[config.mk]
export PLATFORM = sky130hd
export DESIGN_NAME = solar_track_ctrl
export DESIGN_NICKNAME = d
export VERILOG_FILES = /design/src/rtl/servo_pkg.sv /design/src/rtl/ldr_compare.sv /design/src/rtl/solar_track_ctrl.sv
export SDC_FILE = /design/constraint.sdc
export NUM_CORES = 1
export LEC_CHECK = 0
export BUFFER_PORTS_ARGS = -buffer_cell sky130_fd_sc_hd__clkbuf_2
export CAP_MARGIN = 0
export CELL_PAD_IN_SITES_DETAIL_PLACEMENT = 1
export CELL_PAD_IN_SITES_GLOBAL_PLACEMENT = 2
export CORE_UTILIZATION = 39
export DETAILED_ROUTE_END_ITERATION = 16
export PLACE_DENSITY = 0.82
export REMOVE_ABC_BUFFERS = 1
export SLEW_MARGIN = 0
export SYNTH_ARGS = -nofsm -noshare
export SYNTH_HDL_FRONTEND = slang
export SYNTH_SLANG_ARGS = --single-unit
[constraint.sdc]
create_clock -name CLK -period 6.05 [get_ports CLK]
set_clock_uncertainty 0.05 [all_clocks]
set_input_delay 0.605 -clock CLK [delete_from_list [all_inputs] [get_ports CLK]]
set_output_delay 0.605 -clock CLK [all_outputs]
set_load 0.01 [all_outputs]
[src/rtl/servo_pkg.sv]
// Shared encodings for the light-tracking servo path:
// direction code, controller state and sensor candidate.
package servo_pkg;

   localparam logic [1:0] DIR_STOP = 2'b00;
   localparam logic [1:0] DIR_A    = 2'b01;
   localparam logic [1:0] DIR_B    = 2'b10;

   typedef enum logic [2:0] {
      ST_IDLE,
      ST_MOVE_A,
      ST_MOVE_B,
      ST_SETTLE,
      ST_FAULT
   } state_e;

   typedef enum logic [1:0] {
      CAND_NONE = 2'd0,
      CAND_A    = 2'd1,
      CAND_B    = 2'd2
   } cand_e;

endpackage

[src/rtl/ldr_compare.sv]
// Signed A-B error with deadband classification.
// Purely combinational.
module ldr_compare
   import servo_pkg::*;
#(
   parameter int DATA_W = 12,
   parameter int DB_ON  = 64,
   parameter int DB_OFF = 16
) (
   input  logic [DATA_W-1:0] ldr_a_i,
   input  logic [DATA_W-1:0] ldr_b_i,
   output cand_e             cand_o,
   output logic              near_a_o,
   output logic              near_b_o
);

   localparam logic signed [DATA_W:0] ON_P  = (DATA_W+1)'(DB_ON);
   localparam logic signed [DATA_W:0] ON_N  = -ON_P;
   localparam logic signed [DATA_W:0] OFF_P = (DATA_W+1)'(DB_OFF);
   localparam logic signed [DATA_W:0] OFF_N = -OFF_P;

   logic signed [DATA_W:0] err;

   assign err = $signed({1'b0, ldr_a_i}) - $signed({1'b0, ldr_b_i});

   always_comb begin
      cand_o = CAND_NONE;
      if (err > ON_P) begin
         cand_o = CAND_A;
      end else if (err < ON_N) begin
         cand_o = CAND_B;
      end
   end

   // Reversal falls inside these too, so a swing past zero stops a move.
   assign near_a_o = (err <= OFF_P);
   assign near_b_o = (err >= OFF_N);

endmodule

[src/rtl/solar_track_ctrl.sv]
// Light-tracking move/settle controller feeding the servo PWM stage.
// Persistence-filtered start, hysteretic stop, end-stop and timeout.
module solar_track_ctrl
   import servo_pkg::*;
#(
   parameter int DATA_W     = 12,
   parameter int DB_ON      = 64,
   parameter int DB_OFF     = 16,
   parameter int CONFIRM_N  = 4,
   parameter int SETTLE_CYC = 20000,
   parameter int MOVE_MAX   = 2000000
) (
   input  logic              CLK,
   input  logic              RST,
   input  logic              ENABLE,
   input  logic              VALID,
   input  logic [DATA_W-1:0] LDR_A,
   input  logic [DATA_W-1:0] LDR_B,
   input  logic              LIM_A,
   input  logic              LIM_B,
   output logic [1:0]        DIR,
   output logic              EN,
   output logic              FAULT,
   output logic              BUSY
);

   localparam int CW = $clog2(CONFIRM_N + 1);
   localparam int SW = $clog2(SETTLE_CYC + 1);
   localparam int MW = $clog2(MOVE_MAX + 1);

   state_e          state_q;
   cand_e           prev_q;
   logic [CW-1:0]   conf_q;
   logic [CW-1:0]   conf_d;
   logic [SW-1:0]   set_q;
   logic [MW-1:0]   mv_q;
   logic [1:0]      dir_q;
   logic            en_q;
   logic            fault_q;
   logic            busy_q;
   cand_e           cand;
   logic            near_a;
   logic            near_b;
   logic            hit;
   logic            mv_end;
   logic            set_end;

   ldr_compare #(
      .DATA_W (DATA_W),
      .DB_ON  (DB_ON),
      .DB_OFF (DB_OFF)
   ) u_cmp (
      .ldr_a_i  (LDR_A),
      .ldr_b_i  (LDR_B),
      .cand_o   (cand),
      .near_a_o (near_a),
      .near_b_o (near_b)
   );

   always_comb begin
      conf_d = CW'(1);
      if (cand == prev_q) begin
         conf_d = conf_q + CW'(1);
      end
   end

   assign hit     = (conf_d == CW'(CONFIRM_N));
   assign mv_end  = (mv_q == MW'(MOVE_MAX - 1));
   assign set_end = (set_q == SW'(SETTLE_CYC - 1));

   always_ff @(posedge CLK or posedge RST) begin
      if (RST) begin
         state_q <= ST_IDLE;
         prev_q  <= CAND_NONE;
         conf_q  <= '0;
         set_q   <= '0;
         mv_q    <= '0;
         dir_q   <= DIR_STOP;
         en_q    <= 1'b0;
         fault_q <= 1'b0;
         busy_q  <= 1'b0;
      end else begin
         en_q <= ENABLE;
         if (!ENABLE) begin
            state_q <= ST_IDLE;
            prev_q  <= CAND_NONE;
            conf_q  <= '0;
            set_q   <= '0;
            mv_q    <= '0;
            dir_q   <= DIR_STOP;
            fault_q <= 1'b0;
            busy_q  <= 1'b0;
         end else begin
            unique case (state_q)
               ST_IDLE: begin
                  if (VALID) begin
                     prev_q <= cand;
                     if (cand == CAND_NONE) begin
                        conf_q <= '0;
                     end else if (!hit) begin
                        conf_q <= conf_d;
                     end else if (cand == CAND_A && !LIM_A) begin
                        state_q <= ST_MOVE_A;
                        dir_q   <= DIR_A;
                        busy_q  <= 1'b1;
                        mv_q    <= '0;
                        conf_q  <= '0;
                        prev_q  <= CAND_NONE;
                     end else if (cand == CAND_B && !LIM_B) begin
                        state_q <= ST_MOVE_B;
                        dir_q   <= DIR_B;
                        busy_q  <= 1'b1;
                        mv_q    <= '0;
                        conf_q  <= '0;
                        prev_q  <= CAND_NONE;
                     end else begin
                        // Blocked by end-stop: retry on every further sample.
                        conf_q <= CW'(CONFIRM_N - 1);
                     end
                  end
               end
               ST_MOVE_A, ST_MOVE_B: begin
                  if ((state_q == ST_MOVE_A) ? LIM_A : LIM_B) begin
                     state_q <= ST_SETTLE;
                     dir_q   <= DIR_STOP;
                     set_q   <= '0;
                  end else if (mv_end) begin
                     state_q <= ST_FAULT;
                     dir_q   <= DIR_STOP;
                     busy_q  <= 1'b0;
                     fault_q <= 1'b1;
                     en_q    <= 1'b0;
                  end else if (VALID &&
                               ((state_q == ST_MOVE_A) ? near_a : near_b)) begin
                     state_q <= ST_SETTLE;
                     dir_q   <= DIR_STOP;
                     set_q   <= '0;
                  end else begin
                     mv_q <= mv_q + MW'(1);
                  end
               end
               ST_SETTLE: begin
                  if (set_end) begin
                     state_q <= ST_IDLE;
                     busy_q  <= 1'b0;
                     set_q   <= '0;
                     conf_q  <= '0;
                     prev_q  <= CAND_NONE;
                  end else begin
                     set_q <= set_q + SW'(1);
                  end
               end
               ST_FAULT: begin
                  en_q <= 1'b0;
               end
               default: begin
                  state_q <= ST_IDLE;
                  dir_q   <= DIR_STOP;
                  busy_q  <= 1'b0;
               end
            endcase
         end
      end
   end

   assign DIR   = dir_q;
   assign EN    = en_q;
   assign FAULT = fault_q;
   assign BUSY  = busy_q;

endmodule

# Word level (Yosys, flattened, before mapping)
# Index checks and enable logic that the tools add are counted.
[word_totals] regBits=49 inputBits=30 elab_cells=138
[classes] addsub=4 magnitude_cmp=4 eq_ne=30 n_mux=75 reduce_logical=16
[ops] op="two-way mux 21 bit" count=9
[ops] op="two-way mux 15 bit" count=5
[ops] op="two-way mux 3 bit" count=15
[ops] op="one-hot mux 21 bit (2 select lines)" count=1
[ops] op="two-way mux 2 bit" count=20
[ops] op="one-hot mux 15 bit (2 select lines)" count=1
[ops] op="!= test 3 bit (second input constant)" count=8
[ops] op="adder 21 x 1 -> 21 bit (second input constant)" count=1
[ops] op="== test 21 bit (second input constant)" count=1
[ops] op="two-way mux 1 bit" count=18
[ops] op="AND reduction 8 bit" count=2
[ops] op="adder 15 x 1 -> 15 bit (second input constant)" count=1
[ops] op="== test 15 bit (second input constant)" count=1
[ops] op=">= comparator 13 x 5 -> 1 bit (second input constant)" count=1
[ops] op="greater-than comparator 13 x 8 -> 1 bit (second input constant)" count=1
[ops] op="less-or-equal comparator 13 x 6 -> 1 bit (second input constant)" count=1
[ops] op="less-than comparator 13 x 7 -> 1 bit (second input constant)" count=1
[ops] op="subtractor 12 x 12 -> 13 bit" count=1
[ops] op="!= test 4 bit (second input constant)" count=3
[ops] op="one-hot mux 3 bit (4 select lines)" count=1
[ops] op="!= test 3 x 1 -> 1 bit (second input constant)" count=3
[ops] op="AND reduction 3 bit" count=3
[ops] op="AND reduction 7 bit" count=1
[ops] op="== test 3 x 2 -> 1 bit (second input constant)" count=2
[ops] op="20 further kinds" count=28

# Longest topological paths before layout
[logic_depth] ltp_word=13 mapped_depth=15 mapped_depth_nobuf=14

# Hierarchy
# From an unflattened synthesis, not the netlist that was laid out.
[hier_totals] hier_cells=461 area_unflattened_um2=3843.7
[by_module_without_submodules] mod="solar_track_ctrl" instances=1 cells_each=349 area_each_um2=3083.0 seq_area_each_um2=1226.2
[by_module_without_submodules] mod="ldr_compare" instances=1 cells_each=112 area_each_um2=760.7 seq_area_each_um2=0.0

# Worst setup path after synthesis
# No wires, ideal clock.
[synth_path] path_type="in2reg" from="input port LDR_A[0]" to="register mv_q[10]" setup_ns=0.121 t_arrival_ns=3.415 t_required_ns=5.879 setup_slack_ns=2.464 path_stages=15 cell_sequence="inv_1 > ha_1 > fa_1 > nor2b_1 > o2111ai_1 > a21oi_1 > o21ai_0 > a211oi_1 > and3_1 > mux2_2 > o311a_1 > nor3_1 > o21ai_2 > buf_4 > o22a_1"
[synth_between] elab_chain_cells=12 elab_cells_between_ends=28 classes_between="add/sub: 1; order compare: 4; eq/ne: 8; mux: 10; reduce/logical: 5"
[synth_rtl] element="start: declaration" line_no="solar_track_ctrl.sv:17" source="input logic [DATA_W-1:0] LDR_A,"
[synth_rtl] element="subtractor 12 x 12 -> 13 bit *" line_no="ldr_compare.sv:24" source="assign err = $signed({1'b0, ldr_a_i}) - $signed({1'b0, ldr_b_i});"
[synth_rtl] element="less-than comparator 13 x 7 -> 1 bit" line_no="ldr_compare.sv:30" source="end else if (err < ON_N) begin"
[synth_rtl] element="two-way mux 2 bit" line_no="ldr_compare.sv:30"
[synth_rtl] element="two-way mux 2 bit" line_no="ldr_compare.sv:28" source="if (err > ON_P) begin"
[synth_rtl] element="== test 2 x 1 -> 1 bit" line_no="solar_track_ctrl.sv:102" source="end else if (cand == CAND_A && !LIM_A) begin"
[synth_rtl] element="logical AND 1 bit" line_no="solar_track_ctrl.sv:102"
[synth_rtl] element="two-way mux 21 bit" line_no="solar_track_ctrl.sv:102"
[synth_rtl] element="two-way mux 21 bit" line_no="solar_track_ctrl.sv:100" source="end else if (!hit) begin"
[synth_rtl] element="two-way mux 21 bit" line_no="solar_track_ctrl.sv:98" source="if (cand == CAND_NONE) begin"
[synth_rtl] element="two-way mux 21 bit" line_no="solar_track_ctrl.sv:96" source="if (VALID) begin"
[synth_rtl] element="one-hot mux 21 bit (2 select lines)" line_no="solar_track_ctrl.sv:94" source="unique case (state_q)"
[synth_rtl] element="two-way mux 21 bit" line_no="solar_track_ctrl.sv:84" source="if (!ENABLE) begin"
[synth_rtl] element="end signal: assignment" line_no="solar_track_ctrl.sv:139" source="mv_q <= mv_q + MW'(1);"
[synth_rtl] element="end: declaration" line_no="solar_track_ctrl.sv:36" source="logic [MW-1:0] mv_q;"
# Mark *: on every way between the ends. The rest lies on a longest branch, timed or not. The select of a mux whose other input is x is not followed.
# A chain may end at the register's enable or synchronous reset.

# Worst setup path in the final report
[layout_path] from="input port LDR_A[0]" to="register state_q[1]"
[layout_between] elab_chain_cells=12 elab_cells_between_ends=28 classes_between="add/sub: 1; order compare: 4; eq/ne: 8; mux: 10; reduce/logical: 5"
[layout_rtl] element="subtractor 12 x 12 -> 13 bit *" line_no="ldr_compare.sv:24"
[layout_rtl] element="less-than comparator 13 x 7 -> 1 bit" line_no="ldr_compare.sv:30"
[layout_rtl] element="two-way mux 2 bit" line_no="ldr_compare.sv:30"
[layout_rtl] element="two-way mux 2 bit" line_no="ldr_compare.sv:28"
[layout_rtl] element="== test 2 x 1 -> 1 bit" line_no="solar_track_ctrl.sv:102"
[layout_rtl] element="logical AND 1 bit" line_no="solar_track_ctrl.sv:102"
[layout_rtl] element="two-way mux 3 bit" line_no="solar_track_ctrl.sv:102"
[layout_rtl] element="two-way mux 3 bit" line_no="solar_track_ctrl.sv:100"
[layout_rtl] element="two-way mux 3 bit" line_no="solar_track_ctrl.sv:98"
[layout_rtl] element="two-way mux 3 bit" line_no="solar_track_ctrl.sv:96"
[layout_rtl] element="one-hot mux 3 bit (4 select lines)" line_no="solar_track_ctrl.sv:94"
[layout_rtl] element="two-way mux 3 bit" line_no="solar_track_ctrl.sv:84"
[layout_rtl] element="end signal: assignment" line_no="solar_track_ctrl.sv:85" source="state_q <= ST_IDLE;"
[layout_rtl] element="end signal: assignment" line_no="solar_track_ctrl.sv:103" source="state_q <= ST_MOVE_A;"
[layout_rtl] element="end signal: assignment" line_no="solar_track_ctrl.sv:110" source="state_q <= ST_MOVE_B;"
[layout_rtl] element="end: declaration" line_no="solar_track_ctrl.sv:31" source="state_e state_q;"
# Marks and branches as above.

==> results.ini <==
[yosys]
ys_async_sr_fraction_pct=100
syn_area_mm2=0.00374
synth-main-ff-cell=dfrtp_1
seq_area_frac_synth_pct=32.8
netlist_instances=451
yosys_warnings=0
synth_cell_types=64
syn_avg_cell_area_um2=8.29
synth-seq-cells=49
synth-edff-count=0

[global_route]
grt_pass1_wl_um=16800
grt_util_met3_pct=2.23
first_global_vias=3501
grt_usage_pct=20.6
grt_busiest_layer=met2
met2_usage_pct=34.4
antenna_found_initial=0
grtUsageMet1_pct=28.5
grt-ovfl-total=0
grt_max_degree=50

[critical_path]
end_kind=register
r2r-end=state_q[1]
rrSetupSlack_ns=2.35
worstSetupStartpointType=input port
worstPathRequired_ns=6.24
reg2reg_from=mv_q[8]
crit_fanout=20
r2r_cells=11
crit_arrival_ns=4.39
path_class=in2reg

[layout]
final_cell_mix=dfrtp_1, o21ai_0, nor2_1
num-fill-cells=1150
fin_nets=524
final_area_mm2=0.00412
area_growth_pct=10.1
antenna_cells=0
layout-drive-gt1-share_pct=13.2

[timing]
fmax_ghz=0.238
period_minus_slack_ns=4.20
rsz0062_at_grt=no
finalMaxSlewViolations=0
post-route-period-util_pct=69.3
finalHoldWorstSlack_ns=0.465
final_hold_viol_count=0
tns_ns=0
setup_violations=0
slew_headroom_pct=27.2
worst-slew-pin-transition_ns=1.09

[place]
gp_congestion=0.820
io_buffers=34
dpl.hpwl_um=7100
place_area_mm2=0.00400

[die]
initial_core_util_pct=40.3
fp.dieArea_mm2=0.00999
dieHeight_um=99.9
row_count=35
die_w_um=99.9
ios=35
core_area_mm2=0.00928

[detailed_routing]
drc=0
routedWlPerCell_um=15.9
avgViaCountPerCell=5.65
drt_wl_total_um=9650
drt_iter0_markers=122
drtPass1Iterations=5
vias=3434
ant_nets=0

[outcome]
status=finished, final reports clean

[min_path]
whs_path_depth=2
hp-class=reg2reg
whs_endpoint=set_q[1]
hp-start=set_q[1]

[run]
max_cap_viol_count=0

[clock_tree]
cts_buffers=5
h-tree-depth=2
cts.root.buffer_cell=clkbuf_8
cts_setup_buffers=0
hold_buffers=0
cts_tree=yes
cts.sinks=49
clock_path_buffers=2
insertion_delay_ns=0.31
cts.clk_slew.worst_paths_ns=0.11
post_cts_resize_count=0

[pwr]
ir_worst_vdd_mv=0.163
p_leak_nw=1.81
power.density_mw_per_mm2=259

synth_stat cells (4+ instances only):
library cell  count  area share (%)
a21o_1            6             1.2
a21oi_1          13             1.7
a31o_2            4            0.94
and2_1            6             1.0
and3_1           20             3.3
clkbuf_1          9            0.90
dfrtp_1          49              33
ha_1             15             5.0
inv_1            23             2.3
nand2_1          41             4.1
nand2b_1         13             2.2
nand3_1          14             1.9
nor2_1           43             4.3
nor2b_1          21             3.5
nor3_1            6            0.80
nor4_1            6             1.0
o2111a_1          4             1.2
o211ai_1          6             1.2
o21ai_0          49             6.6
o22a_1           20             4.7
o31ai_1           8             1.6
xnor2_1           6             1.4
xor2_1            5             1.2
per-stage QoR:
stage | setup WS, ns | total power, mW | util (%) | instances
after floorplan | 2.31 | 0.706 | - | 437
after global placement | 1.68 | 0.817 | 43.1 | 600
after detailed placement | 1.55 | 0.829 | 43.1 | 600
after CTS | 1.87 | 1.08 | 44.3 | 608
after global routing | 1.58 | 1.14 | 44.3 | 608
final | 1.85 | 1.07 | 44.3 | 608
flip-flops by register name (all words and copies together), names as in the netlist:
| name | cells |
|---|---|
| state_q | 3 |
| prev_q | 2 |
| DIR | 2 |
| BUSY | 1 |
| EN | 1 |
| conf_q | 3 |
| FAULT | 1 |
| set_q | 15 |
| mv_q | 21 |
logic make-up (layout without fill, tap and decap cells):
logic type               Yosys count  in the layout  share of synthesized area, %
adder cells (fa/ha/maj)           17             17                          5.82
XOR/XNOR                          11             11                          2.58
buffers and inverters             37             65                          4.11
multiplexers                       5              5                          1.41
AO/OA/AOI/OAI                    147            147                          28.1
flip-flops                        49             49                          32.8
AND/OR/NAND/NOR                  185            185                          25.2
area by class of cell:
type | instances | area, µm² | share of cell area (%)
well taps | 129 | 161 | 3.92
multi-input cells | 365 | 2360 | 57.3
flip-flops and latches | 49 | 1230 | 29.8
repair buffers | 34 | 170 | 4.13
inverters | 23 | 86.3 | 2.10
clock buffers | 5 | 68.8 | 1.67
clock inverters | 3 | 43.8 | 1.06
routing by layer:
metal | wire length, µm | up-vias
li1 | - | 1709
met1 | 4980 | 1676
met2 | 4390 | 40
met3 | 171 | 9
met4 | 112 | 0
met5 | 0 | -
critical path, stage by stage:
cell and delay (ns):
clkbuf_2 0.08, inv_1 0.03, ha_1 0.21, fa_1 0.41, nor2b_1 0.20, o2111a_1 0.22, o21ai_0 0.11, a221oi_2 0.31
o2111ai_1 0.22, o31a_1 0.32, a22oi_2 0.25, nand2b_1 0.69, o211ai_1 0.27, nor4_1 0.29, o22a_1 0.18
how the worst max path moves through the flow:
| stage | slack, ns | to | from |
|---|---|---|---|
| floorplan | 2.31 | state_q[1] | LDR_A[0] |
| global placement | 1.68 | state_q[1] | LDR_A[0] |
| detailed placement | 1.55 | state_q[1] | LDR_A[0] |
| CTS | 1.87 | state_q[1] | LDR_A[0] |
| global route | 1.58 | state_q[1] | LDR_A[0] |
| finish | 1.85 | state_q[1] | LDR_A[0] |
power breakdown:
group          leakage (nW)  total [mW]  switching (mW)  internal [mW]
clock network        0.0585       0.247           0.123          0.124
registers             0.676       0.413          0.0534          0.359
logic                  1.08       0.408           0.255          0.153
Note: power is estimated with default switching activity, not from simulation.
